==> config.mk <==
export PLATFORM = sky130hd
export DESIGN_NAME = mc_cmd_issuer
export DESIGN_NICKNAME = d
export VERILOG_FILES = /design/src/rtl/ddr_define.sv /design/src/rtl/mc_cmd_unpack.sv /design/src/rtl/mc_cmd_issuer.sv
export SDC_FILE = /design/constraint.sdc
export NUM_CORES = 1
export LEC_CHECK = 0
export CORE_MARGIN = 4
export CORE_UTILIZATION = 42
export DETAILED_ROUTE_END_ITERATION = 12
export PLACE_DENSITY = 0.77
export RECOVER_POWER = 100
export SKIP_CTS_REPAIR_TIMING = 1
export SYNTH_ARGS = -nofsm -noshare
export SYNTH_HDL_FRONTEND = slang
export SYNTH_SLANG_ARGS = --single-unit
==> constraint.sdc <==
create_clock -name clk -period 2.6 [get_ports clk]
set_clock_uncertainty 0.05 [all_clocks]
set_input_delay 0.78 -clock clk [delete_from_list [all_inputs] [get_ports clk]]
set_output_delay 0.78 -clock clk [all_outputs]
set_load 0.02 [all_outputs]
==> src/rtl/ddr_define.sv <==
// ddr_define: command-word field positions, issuer FSM encoding and MC source codes
// shared by the DDR command path.
package ddr_define;
    localparam int CMD_W     = 75;
    localparam int VALID_BIT = 0;
    localparam int RSVD_BIT  = 1;
    localparam int POS1_LSB  = 2;
    localparam int POS1_W    = 8;
    localparam int POS2_LSB  = 10;
    localparam int POS2_W    = 3;
    localparam int SRC_LSB   = 13;
    localparam int SRC_W     = 2;
    localparam int ADDR_LSB  = 15;
    localparam int ADDR_FW   = 30;
    localparam int LEN_LSB   = 45;
    localparam int LEN_W     = 30;

    typedef enum logic [1:0] {IDLE, FETCH, ISSUE, DONE} issuer_state_t;

    localparam logic [SRC_W-1:0] SRC_A = 2'b01;
    localparam logic [SRC_W-1:0] SRC_B = 2'b10;

    function automatic logic src_ok(input logic [SRC_W-1:0] s);
        return s == SRC_A || s == SRC_B;
    endfunction
endpackage

==> src/rtl/mc_cmd_unpack.sv <==
// mc_cmd_unpack: combinational slicing of a command FIFO word into its fields.
module mc_cmd_unpack
    import ddr_define::*;
(
    input  logic [CMD_W-1:0]   fifo_dout,
    output logic               valid,
    output logic               rsvd,
    output logic [POS1_W-1:0]  pos_1st,
    output logic [POS2_W-1:0]  pos_2nd,
    output logic [SRC_W-1:0]   src_type,
    output logic [ADDR_FW-1:0] start_addr,
    output logic [LEN_W-1:0]   len
);
    assign valid      = fifo_dout[VALID_BIT];
    assign rsvd       = fifo_dout[RSVD_BIT];
    assign pos_1st    = fifo_dout[POS1_LSB +: POS1_W];
    assign pos_2nd    = fifo_dout[POS2_LSB +: POS2_W];
    assign src_type   = fifo_dout[SRC_LSB +: SRC_W];
    assign start_addr = fifo_dout[ADDR_LSB +: ADDR_FW];
    assign len        = fifo_dout[LEN_LSB +: LEN_W];
endmodule

==> src/rtl/mc_cmd_issuer.sv <==
// mc_cmd_issuer: pops commands from a FIFO and issues them as a run of read bursts.
// Define MC_CMD_ISSUER_CHK_EN to discard malformed commands with an err_o pulse.
module mc_cmd_issuer
    import ddr_define::*;
#(
    parameter int         ADDR_W     = 30,
    parameter int         BURST_STEP = 8,
    parameter logic [2:0] CMD_RD     = 3'b001
) (
    input  logic              clk,
    input  logic              rst,
    input  logic              fifo_empty,
    output logic              fifo_rd_en,
    input  logic [CMD_W-1:0]  fifo_dout,
    input  logic              fifo_valid,
    output logic              app_en,
    output logic [2:0]        app_cmd,
    output logic [ADDR_W-1:0] app_addr,
    input  logic              app_rdy,
    output logic [POS1_W-1:0] tag_pos_1st_o,
    output logic [POS2_W-1:0] tag_pos_2nd_o,
    output logic [SRC_W-1:0]  tag_src_type_o,
    output logic              busy_o,
    output logic              done_o,
    output logic              err_o
);
    issuer_state_t state, state_nxt;
    logic [ADDR_W-1:0]  addr_q;
    logic [LEN_W-1:0]   rem_q;
    logic               c_valid, c_rsvd, cmd_ok, load;
    logic [POS1_W-1:0]  c_pos_1st;
    logic [POS2_W-1:0]  c_pos_2nd;
    logic [SRC_W-1:0]   c_src;
    logic [ADDR_FW-1:0] c_addr;
    logic [LEN_W-1:0]   c_len;

    mc_cmd_unpack u_unpack (
        .fifo_dout  (fifo_dout),
        .valid      (c_valid),
        .rsvd       (c_rsvd),
        .pos_1st    (c_pos_1st),
        .pos_2nd    (c_pos_2nd),
        .src_type   (c_src),
        .start_addr (c_addr),
        .len        (c_len)
    );

`ifdef MC_CMD_ISSUER_CHK_EN
    logic unused_rsvd;
    assign unused_rsvd = c_rsvd;
    assign cmd_ok = c_valid && src_ok(c_src);
    always_ff @(posedge clk or posedge rst)
        if (rst) err_o <= 1'b0;
        else     err_o <= load && !cmd_ok;
`else
    logic unused_bits;
    assign unused_bits = ^{c_rsvd, c_valid, c_src == SRC_A};
    assign cmd_ok = 1'b1;
    assign err_o  = 1'b0;
`endif

    assign load = state == FETCH && fifo_valid;

    always_comb begin
        state_nxt = state;
        case (state)
            IDLE:    state_nxt = fifo_empty ? IDLE : FETCH;
            FETCH:   if (fifo_valid) state_nxt = !cmd_ok ? IDLE : (c_len == '0 ? DONE : ISSUE);
            ISSUE:   if (app_rdy && rem_q == LEN_W'(1)) state_nxt = DONE;
            default: state_nxt = IDLE;
        endcase
    end

    // Pop is combinational so it lasts exactly the one IDLE cycle; gated so reset forces it low.
    assign fifo_rd_en = !rst && state == IDLE && !fifo_empty;
    assign app_en     = state == ISSUE;
    assign app_cmd    = app_en ? CMD_RD : 3'b000;
    assign app_addr   = addr_q;
    assign busy_o     = state != IDLE;
    assign done_o     = state == DONE;

    always_ff @(posedge clk or posedge rst) begin
        if (rst) begin
            state          <= IDLE;
            addr_q         <= '0;
            rem_q          <= '0;
            tag_pos_1st_o  <= '0;
            tag_pos_2nd_o  <= '0;
            tag_src_type_o <= '0;
        end else begin
            state <= state_nxt;
            if (load) begin
                addr_q         <= ADDR_W'(c_addr);
                rem_q          <= c_len;
                tag_pos_1st_o  <= c_pos_1st;
                tag_pos_2nd_o  <= c_pos_2nd;
                tag_src_type_o <= c_src;
            end else if (app_en && app_rdy) begin
                addr_q <= addr_q + ADDR_W'(BURST_STEP);
                rem_q  <= rem_q - LEN_W'(1);
            end
        end
    end
endmodule

== After elaboration in Yosys (flattened, before gate mapping) ==
Cells that the tools add are included.

* Output and inout port bits: 51
* Memories kept: 0
* Word-level logic and storage cells: 36
* Bits of input ports: 80
* Latch bits: 0
* Bits in writable memories: 0
* Flip-flop bits (word level): 75
* Bits in read-only memories: 0

* $lt $le $gt $ge: 0
* Bitwise logic cells: 0
* Muxes and demuxes: 10
* Add/subtract/negate cells: 2
* $mul: 0
* Reductions and logical operators: 12
* Equal/unequal tests: 6
* Divide/modulo/power cells: 0
* Shift operators: 0

{| class="wikitable"
|+ Operators by type and width
! kind !! number
|-
| $mux 30 || 4
|-
| $add 30x4->30 const B || 1
|-
| $eq 30x1->1 const B || 1
|-
| $logic_not 30->1 || 1
|-
| $sub 30x1->30 const B || 1
|-
| $pmux 2 s3 || 1
|-
| $logic_and 1x1->1 || 5
|-
| $eq 2x2->1 const B || 2
|-
| $mux 2 || 2
|-
| $reduce_bool 2->1 || 2
|-
| $mux 1 || 3
|-
| $eq 2x1->1 const B || 1
|-
| $logic_not 1->1 || 2
|-
| $logic_not 2->1 || 1
|-
| $ne 2x1->1 const B || 1
|-
| $ne 2x2->1 const B || 1
|-
| $reduce_and 2->1 || 1
|}

== Depth between registers and ports, before layout ==
Gate-level depths: netlist (run 1).

* Depth in word-level cells: 4
* Mapped depth: 8
* Mapped depth without buffers: 7

== Modules after synthesis ==
A second synthesis (run 1) with hierarchy kept.

* Cells, all modules: 527
* Area, all modules: 4,589.4 µm²

{| class="wikitable"
|+ By module, submodules not included
! module !! sequential area each (µm²) !! area each (µm²) !! cells an instance !! times used
|-
| mc_cmd_issuer || 1,876.8 || 4,026.4 || 452 || 1
|-
| mc_cmd_unpack || 0.0 || 563.0 || 75 || 1
|}

== Worst setup path after synthesis (run 1) ==
OpenSTA, ideal clock, no wires.

* Path type: register to register
* Start point: reg state[0]
* End point: reg rem_q[7]
* Path buffers: 1
* Cell stages (with the launch flop): 9
* Path slack: 0.154 ns
* Library setup time: 0.128 ns
* Data required time: 2.422 ns
* Arrival: 2.269 ns
* Period minus slack after synthesis: 2.446 ns
* Path through: dfrtp_1 > inv_1 > ha_1 > nand2_4 > or4_4 > buf_6 > or4_1 > xor2_1 > o21ai_2

* Longest elaborated chain between the ends: 3
* Elaborated cells between the ends (all ways): 6
* Classes of those cells: 2 x eq/ne; 1 x mux; 3 x reduce/logical

{| class="wikitable"
|+ Ends and longest elaborated chain
! item !! line !! source
|-
| start: declaration || mc_cmd_issuer.sv:27 || <nowiki>issuer_state_t state, state_nxt;</nowiki>
|-
| start signal: assignment || mc_cmd_issuer.sv:91 || <nowiki>state <= state_nxt;</nowiki>
|-
| $eq 2x2->1 || mc_cmd_issuer.sv:76 || <nowiki>assign app_en = state == ISSUE;</nowiki>
|-
| named net app_en || mc_cmd_issuer.sv:16 || <nowiki>output logic app_en,</nowiki>
|-
| $logic_and 1x1->1 || mc_cmd_issuer.sv:98 || <nowiki>end else if (app_en && app_rdy) begin</nowiki>
|-
| $reduce_bool 2->1 (no line) || n/a ||
|-
| end signal: assignment || mc_cmd_issuer.sv:94 || <nowiki>rem_q <= c_len;</nowiki>
|-
| end signal: assignment || mc_cmd_issuer.sv:100 || <nowiki>rem_q <= rem_q - LEN_W'(1);</nowiki>
|-
| end: declaration || mc_cmd_issuer.sv:29 || <nowiki>logic [LEN_W-1:0] rem_q;</nowiki>
|}

The timed path passes the listed nets, and every way through them passes these cells.
A chain may end at the register's enable or synchronous reset.

== Final worst setup path (run 1) ==
* Start point: in app_rdy
* End point: reg rem_q[29]

* Longest elaborated chain between the ends: 2

{| class="wikitable"
|+ Ends and longest elaborated chain
! item !! line !! source
|-
| start: declaration || mc_cmd_issuer.sv:19 || <nowiki>input logic app_rdy,</nowiki>
|-
| $logic_and 1x1->1 || mc_cmd_issuer.sv:98 ||
|-
| $reduce_bool 2->1 (no line) || n/a ||
|}

Every way passes these cells.

==> metrics.cfg, run 1 <==
[outcome]
status=finished clean

[die]
pin_count=131
die_h_um=106.3
core_sq_um=9328
dieWidth_um=106.3
start_util=0.4350
rows=35
die_area_sq_um=11300

[place]
place.gp.congestion=0.8262
post-place-ws_ns=-0.2655
placed_area_sq_um=5624
place_inst=717
dpl.hpwl_um=8316
portBuffers=125

[timing]
setup_viol=0
finalHoldViolCount=0
post-route-period-util=0.9784
fmax_mhz=393.1
maxSlewHeadroom=0.3081
min_period_ns=2.544
setup_ws_ns=0.05628
worstMarginPinSlew_ns=1.038
slew_violations=0
rsz0062_at_grt=no
tns_ns=0

[power]
pwr-share-seq=0.385
netSwitchingPower_mw=2.381
peakVddDrop_mv=0.4055
internal_power_mw=3.459
total_leakage_power_nw=2.367
p_comb_frac=0.441
clockPowerShare=0.175
sw_frac_of_total=0.4078
powerDensity_nw_per_um2=1011

[synth]
synth_top_area_frac=0.4625
syn_inst=458
ys_types=44
synth_top_family_by_area=simple AND/OR/NAND/NOR gates
synthSimpleGateAreaFrac=0.2757
syn_avg_cell_area_sq_um=8.859
synth_edf_count=0
yosys_warnings=0
ys_ff_latch=75
ys_top_cells_by_count=114 x nand2_1, 75 x dfrtp_1, 43 x o21ai_0, 29 x xor2_1, 24 x xnor2_1
synthMuxAreaShare=0.007709
post-synth-top-count-cell=nand2_1
synth-xor-area-share=0.1144
ys_async_sr_fraction=1.000
synth_area_leaders=dfrtp_1 46%, nand2_1 11%, xor2_1 6.3%, o21ai_0 5.3%, xnor2_1 5.2%
synth_compound_area_frac=0.07925
syn_area_sq_um=4058
synth-adder-area-share=0.02158
synth_flop_cell=dfrtp_1
seq_area_frac_synth=0.4625
synth_top_area_cell=dfrtp_1

[detailed_routing]
dr.first_iter.drc_count=214
wl_per_cell_um=15.16
route.detailed.drc=0
wirelength_um=11110
antenna_left=0
vias_per_cell=5.098
first_pass_iters=4
via_count=3737

[flow_run]
maxCapViolCount=0

[finish]
fillCellCount=781
fin_area_sq_um=5778
final_layout_size_suffix_gt1_frac=0.08113
instances_no_fill=733
multi_input_area_sq_um=2019
regArea_sq_um=1877
nets=686
diodes=0
final_util=0.6195
area_growth_pct=42.40

[clock_network]
ctsLongestPathBuffers=2
cts_inserted_buffers=9
clock-sinks=75
cts_tree=built
clock-root-buffer=clkbuf_8
clock_latency_ns=0.35
cts.htree.levels=3
path_clk_slew_ns=0.08

[critical_path]
slowest_delay_ns=0.56
start_kind=input pin
critPathMaxFanout=8
endpoint_kind=register
worstPathBufferInverterCount=2
crit_path_cell_trace=clkdlybuf4s50_1 > nand2_4 > or4_4 > buf_4 > nor4_1 > xnor2_1 > o21ai_1
path_class=in -> reg
crit_required_ns=2.78
cp_top_family=simple AND/OR/NAND/NOR gates
cp_slowest_cell=clkdlybuf4s50_1
arrival_ns=2.72

[global_route]
grt_pass1_vias=3744
grt_pass1_wl_um=18260
gr-total-overflow=0
track_usage=0.1994
antenna_found_initial=0
grt_start_max_net_pins=76

[hold_path]
hold_path.class=reg -> reg

==> layer usage <==
| layer | global-route usage | wire length (um) |
|---|---|---|
| met5 | 0 | 0 |
| met4 | 0.07771 | 244 |
| met3 | 0.03704 | 570 |
| met2 | 0.3312 | 5625 |
| met1 | 0.2576 | 4674 |
==> worst paths after layout <==
check / from / endpoint / slack [ns] / cells after the start
setup / recovery: app_rdy / rem_q[29] / 0.06 / 7
hold / removal: tag_pos_2nd_o[2] / tag_pos_2nd_o[2] / 0.42 / 2
setup reg to reg: state[0] / rem_q[29] / 0.22 / 8
hold reg to reg: tag_pos_2nd_o[2] / tag_pos_2nd_o[2] / 0.42 / 2
max in group asynchronous: rst / rem_q[13] / 0.51 / 4
min in group asynchronous: rst / app_addr[2] / 1.32 / 4
==> cell usage in the layout (no fill, tap or decap), types with 2 or more instances in the layout <==
cell,n
clkdlybuf4s50_1,76
nor2_1,18
clkbuf_8,11
o21ai_0,47
inv_1,10
ha_1,6
and3_1,4
dfrtp_1,75
a21oi_1,4
dlygate4sd3_1,45
buf_12,2
bufinv_16,2
nor3_1,14
clkinvlp_4,2
nor4_2,2
mux2i_1,2
or3_1,2
and4_1,2
xor2_1,29
nand2_1,114
xnor2_1,24
or4_1,4
nand4_1,14
and2_1,2
clkbuf_4,2
buf_4,19
clkbuf_1,8
nand3_1,16
nor4_1,17
o21ai_1,5
conb_1,3
nor4b_1,3
==> worst register-to-register path, stage by stage, from the launching register on <==
cell and delay, ns:
dfrtp_1 0.41, inv_1 0.11, ha_2 0.31, nand2_4 0.06
or4_4 0.48, buf_4 0.19, nor4_1 0.40, xnor2_1 0.17
o21ai_1 0.07
==> registers in the layout (all words and copies together) (netlist names) <==
register / cells
app_addr: 30
tag_src_type_o: 2
tag_pos_2nd_o: 3
rem_q: 30
state: 2
tag_pos_1st_o: 8
==> power by group through the flow <==
stage | Clock, mW | Combinational (mW) | Sequential, mW
CTS | 1.05 | 2.77 | 2.25
floorplan | 0 | 1.22 | 2.54
global placement | 0 | 2.68 | 2.23
global route | 1.10 | 2.82 | 2.32
finish | 1.02 | 2.57 | 2.25
detailed placement | 0 | 2.76 | 2.26
==> final cells by class <==
type | count | area share
clock inverters | 4 | 0.01256
clock buffers | 12 | 0.02685
multi-input cells | 350 | 0.3495
inverters | 11 | 0.007796
well taps | 129 | 0.02793
repair buffers | 152 | 0.2505
flip-flops and latches | 75 | 0.3248
==> metrics by stage <==
stage	hold WS, ns	power, mW
3_3_place_gp	0.4075	4.903
5_1_grt	0.4422	6.239
3_5_place_dp	0.4118	5.020
6_report	0.4208	5.840
2_1_floorplan	0.4673	3.763
4_1_cts	0.4301	6.073
==> logic make-up after synthesis <==
kind of cell             after synthesis
adder cells (fa/ha/maj)                7
AO/OA/AOI/OAI                         61
buffers and inverters                 35
multiplexers                           3
AND/OR/NAND/NOR                      223
flip-flops                            75
XOR/XNOR                              53
other                                  1
Power figures use the tool's default switching activity.
==> run 2, diff against run 1 <==
--- a/config.mk
+++ b/config.mk
@@ -6,4 +6,5 @@
 export NUM_CORES = 1
 export LEC_CHECK = 0
+export CAP_MARGIN = 25
 export CORE_MARGIN = 4
 export CORE_UTILIZATION = 42
@@ -11,4 +12,5 @@
 export PLACE_DENSITY = 0.77
 export RECOVER_POWER = 100
+export SETUP_SLACK_MARGIN = 0.4
 export SKIP_CTS_REPAIR_TIMING = 1
 export SYNTH_ARGS = -nofsm -noshare
==> constraint.sdc (replaced) <==
create_clock -name clk -period 2.6 [get_ports clk]
set_clock_uncertainty 0.05 [all_clocks]
set_input_delay 0.39 -clock clk [delete_from_list [all_inputs] [get_ports clk]]
set_output_delay 0.39 -clock clk [all_outputs]
set_load 0.02 [all_outputs]
==> metrics.cfg, run 2 (synthesis results as in run 1) <==
[clock_network]
clock_latency_ns=0.35  ; about the same
ctsLongestPathBuffers=2  ; unchanged
clock-sinks=75  ; unchanged
clock-root-buffer=clkbuf_8
cts_inserted_buffers=9  ; unchanged
path_clk_slew_ns=0.08  ; about the same
cts.htree.levels=3  ; unchanged
cts_tree=built

[place]
dpl.hpwl_um=8455  ; +1.7%
portBuffers=125  ; unchanged
place.gp.congestion=0.8558  ; +3.6%
place_inst=709  ; -1.1%
post-place-ws_ns=0.09456  ; +0.3601 ns

[timing]
tns_ns=0  ; unchanged
setup_viol=0  ; unchanged
maxSlewHeadroom=0.3994  ; +0.09127
post-route-period-util=0.9061  ; -0.07228
finalHoldViolCount=0  ; unchanged
slew_violations=0  ; unchanged
min_period_ns=2.356  ; -0.1879 ns
fmax_mhz=424.5  ; +8.0%
setup_ws_ns=0.2442  ; +0.1879 ns
worstMarginPinSlew_ns=0.9009  ; -0.1369 ns
rsz0062_at_grt=yes

[die]
pin_count=131  ; unchanged
die_h_um=106.3  ; unchanged
start_util=0.4350  ; unchanged
dieWidth_um=106.3  ; unchanged
core_sq_um=9328  ; unchanged
rows=35  ; unchanged
die_area_sq_um=11300  ; unchanged

[power]
peakVddDrop_mv=0.4135  ; +2.0%
power.total_mw=6.001  ; +2.8%
powerDensity_nw_per_um2=1039  ; +2.8%
total_leakage_power_nw=2.371  ; +0.16%

[global_route]
grt_pass1_wl_um=18060  ; -1.1%
track_usage=0.1993  ; about the same
gr-total-overflow=0  ; unchanged
antenna_found_initial=0  ; unchanged
grt_pass1_vias=3661  ; -2.2%
grt_start_max_net_pins=55  ; -28%

[critical_path]
critPathMaxFanout=6  ; -2
start_kind=register
crit_required_ns=2.16  ; -0.62 ns
arrival_ns=1.92  ; -0.80 ns
path_class=reg -> out
endpoint_kind=output port

[detailed_routing]
wl_per_cell_um=15.77  ; +4.0%
vias_per_cell=5.178  ; +1.6%
route.detailed.drc=0  ; unchanged
wirelength_um=11490  ; +3.4%
first_pass_iters=4  ; unchanged
via_count=3775  ; +1.0%
dr.first_iter.drc_count=249  ; +16%
antenna_left=0  ; unchanged

[finish]
final_common_cell=nand2_1
diodes=0  ; unchanged
instances_no_fill=729  ; -0.55%
area_growth_pct=42.37  ; about the same
final_layout_size_suffix_gt1_frac=0.08333  ; +0.002208
layout_common_cells=114 x nand2_1, 76 x clkdlybuf4s50_1, 75 x dfrtp_1
nets=682  ; -0.58%

[hold_path]
hold_path.class=reg -> reg

[flow_run]
maxCapViolCount=0  ; unchanged

[outcome]
status=finished clean

==> run 2: cell count changes in the layout (fill, tap and decap cells not counted), moves of 2 or more <==
cell / previous run / this run
buf_4: 19 / 14
o21ai_0: 47 / 45
buf_12: 2 / 0
clkinvlp_4: 2 / 0
nor4_2: 2 / 4
clkbuf_2: 0 / 2
nor4_1: 17 / 14
==> run 2: report_power, final <==
group / switching [mW] / internal [mW]
logic: 1.45 / 1.20
clock network: 0.434 / 0.661
registers: 0.547 / 1.71
total: 2.43 / 3.57
==> run 2: layer usage <==
metal | GRT usage | part of all wire | wire [um] | vias to the layer above
li1 | - | - | - | 1835
met1 | 0.2513 | 0.41 | 4762 | 1794
met2 | 0.3416 | 0.51 | 5833 | 129
met3 | 0.03764 | 0.058 | 667 | 17
met4 | 0.06938 | 0.020 | 229 | 0
met5 | 0 | 0 | 0 | -
==> run 2: final timing paths <==
kind / startpoint / slack (ns) / end / cells after the start
setup / recovery: state[0] / 0.24 / app_en / 3
hold / removal: tag_pos_1st_o[3] / 0.42 / tag_pos_1st_o[3] / 2
setup reg to reg: state[0] / 0.28 / rem_q[29] / 8
hold reg to reg: tag_pos_1st_o[3] / 0.42 / tag_pos_1st_o[3] / 2
max in group asynchronous: rst / 0.74 / app_addr[8] / 3
min in group asynchronous: rst / 0.55 / tag_src_type_o[1] / 2
==> run 2: metrics by stage <==
step	utilization	area, sq um	hold slack (ns)
6_report	0.6193	5777	0.4228
5_1_grt	0.6193	5777	0.4425
4_1_cts	0.6186	5771	0.3604
3_5_place_dp	0.5928	5529	0.4112
3_3_place_gp	0.5928	5529	0.4094
2_1_floorplan	-	4071	0.4454
==> run 2: area by class of cell <==
cell class              instances  area, sq um
inverters                      11        42.54
fillers                       791         3551
clock buffers                  11        141.4
repair buffers                148         1386
well taps                     129        161.4
multi-input cells             350         2068
clock inverters                 5        100.1
flip-flops and latches         75         1877
==> run 2: critical path, cell delays in order, from the launching register on <==
cell	delay (ns)
dfrtp_1	0.40
inv_2	0.08
ha_1	0.36
dlygate4sd3_1	0.73
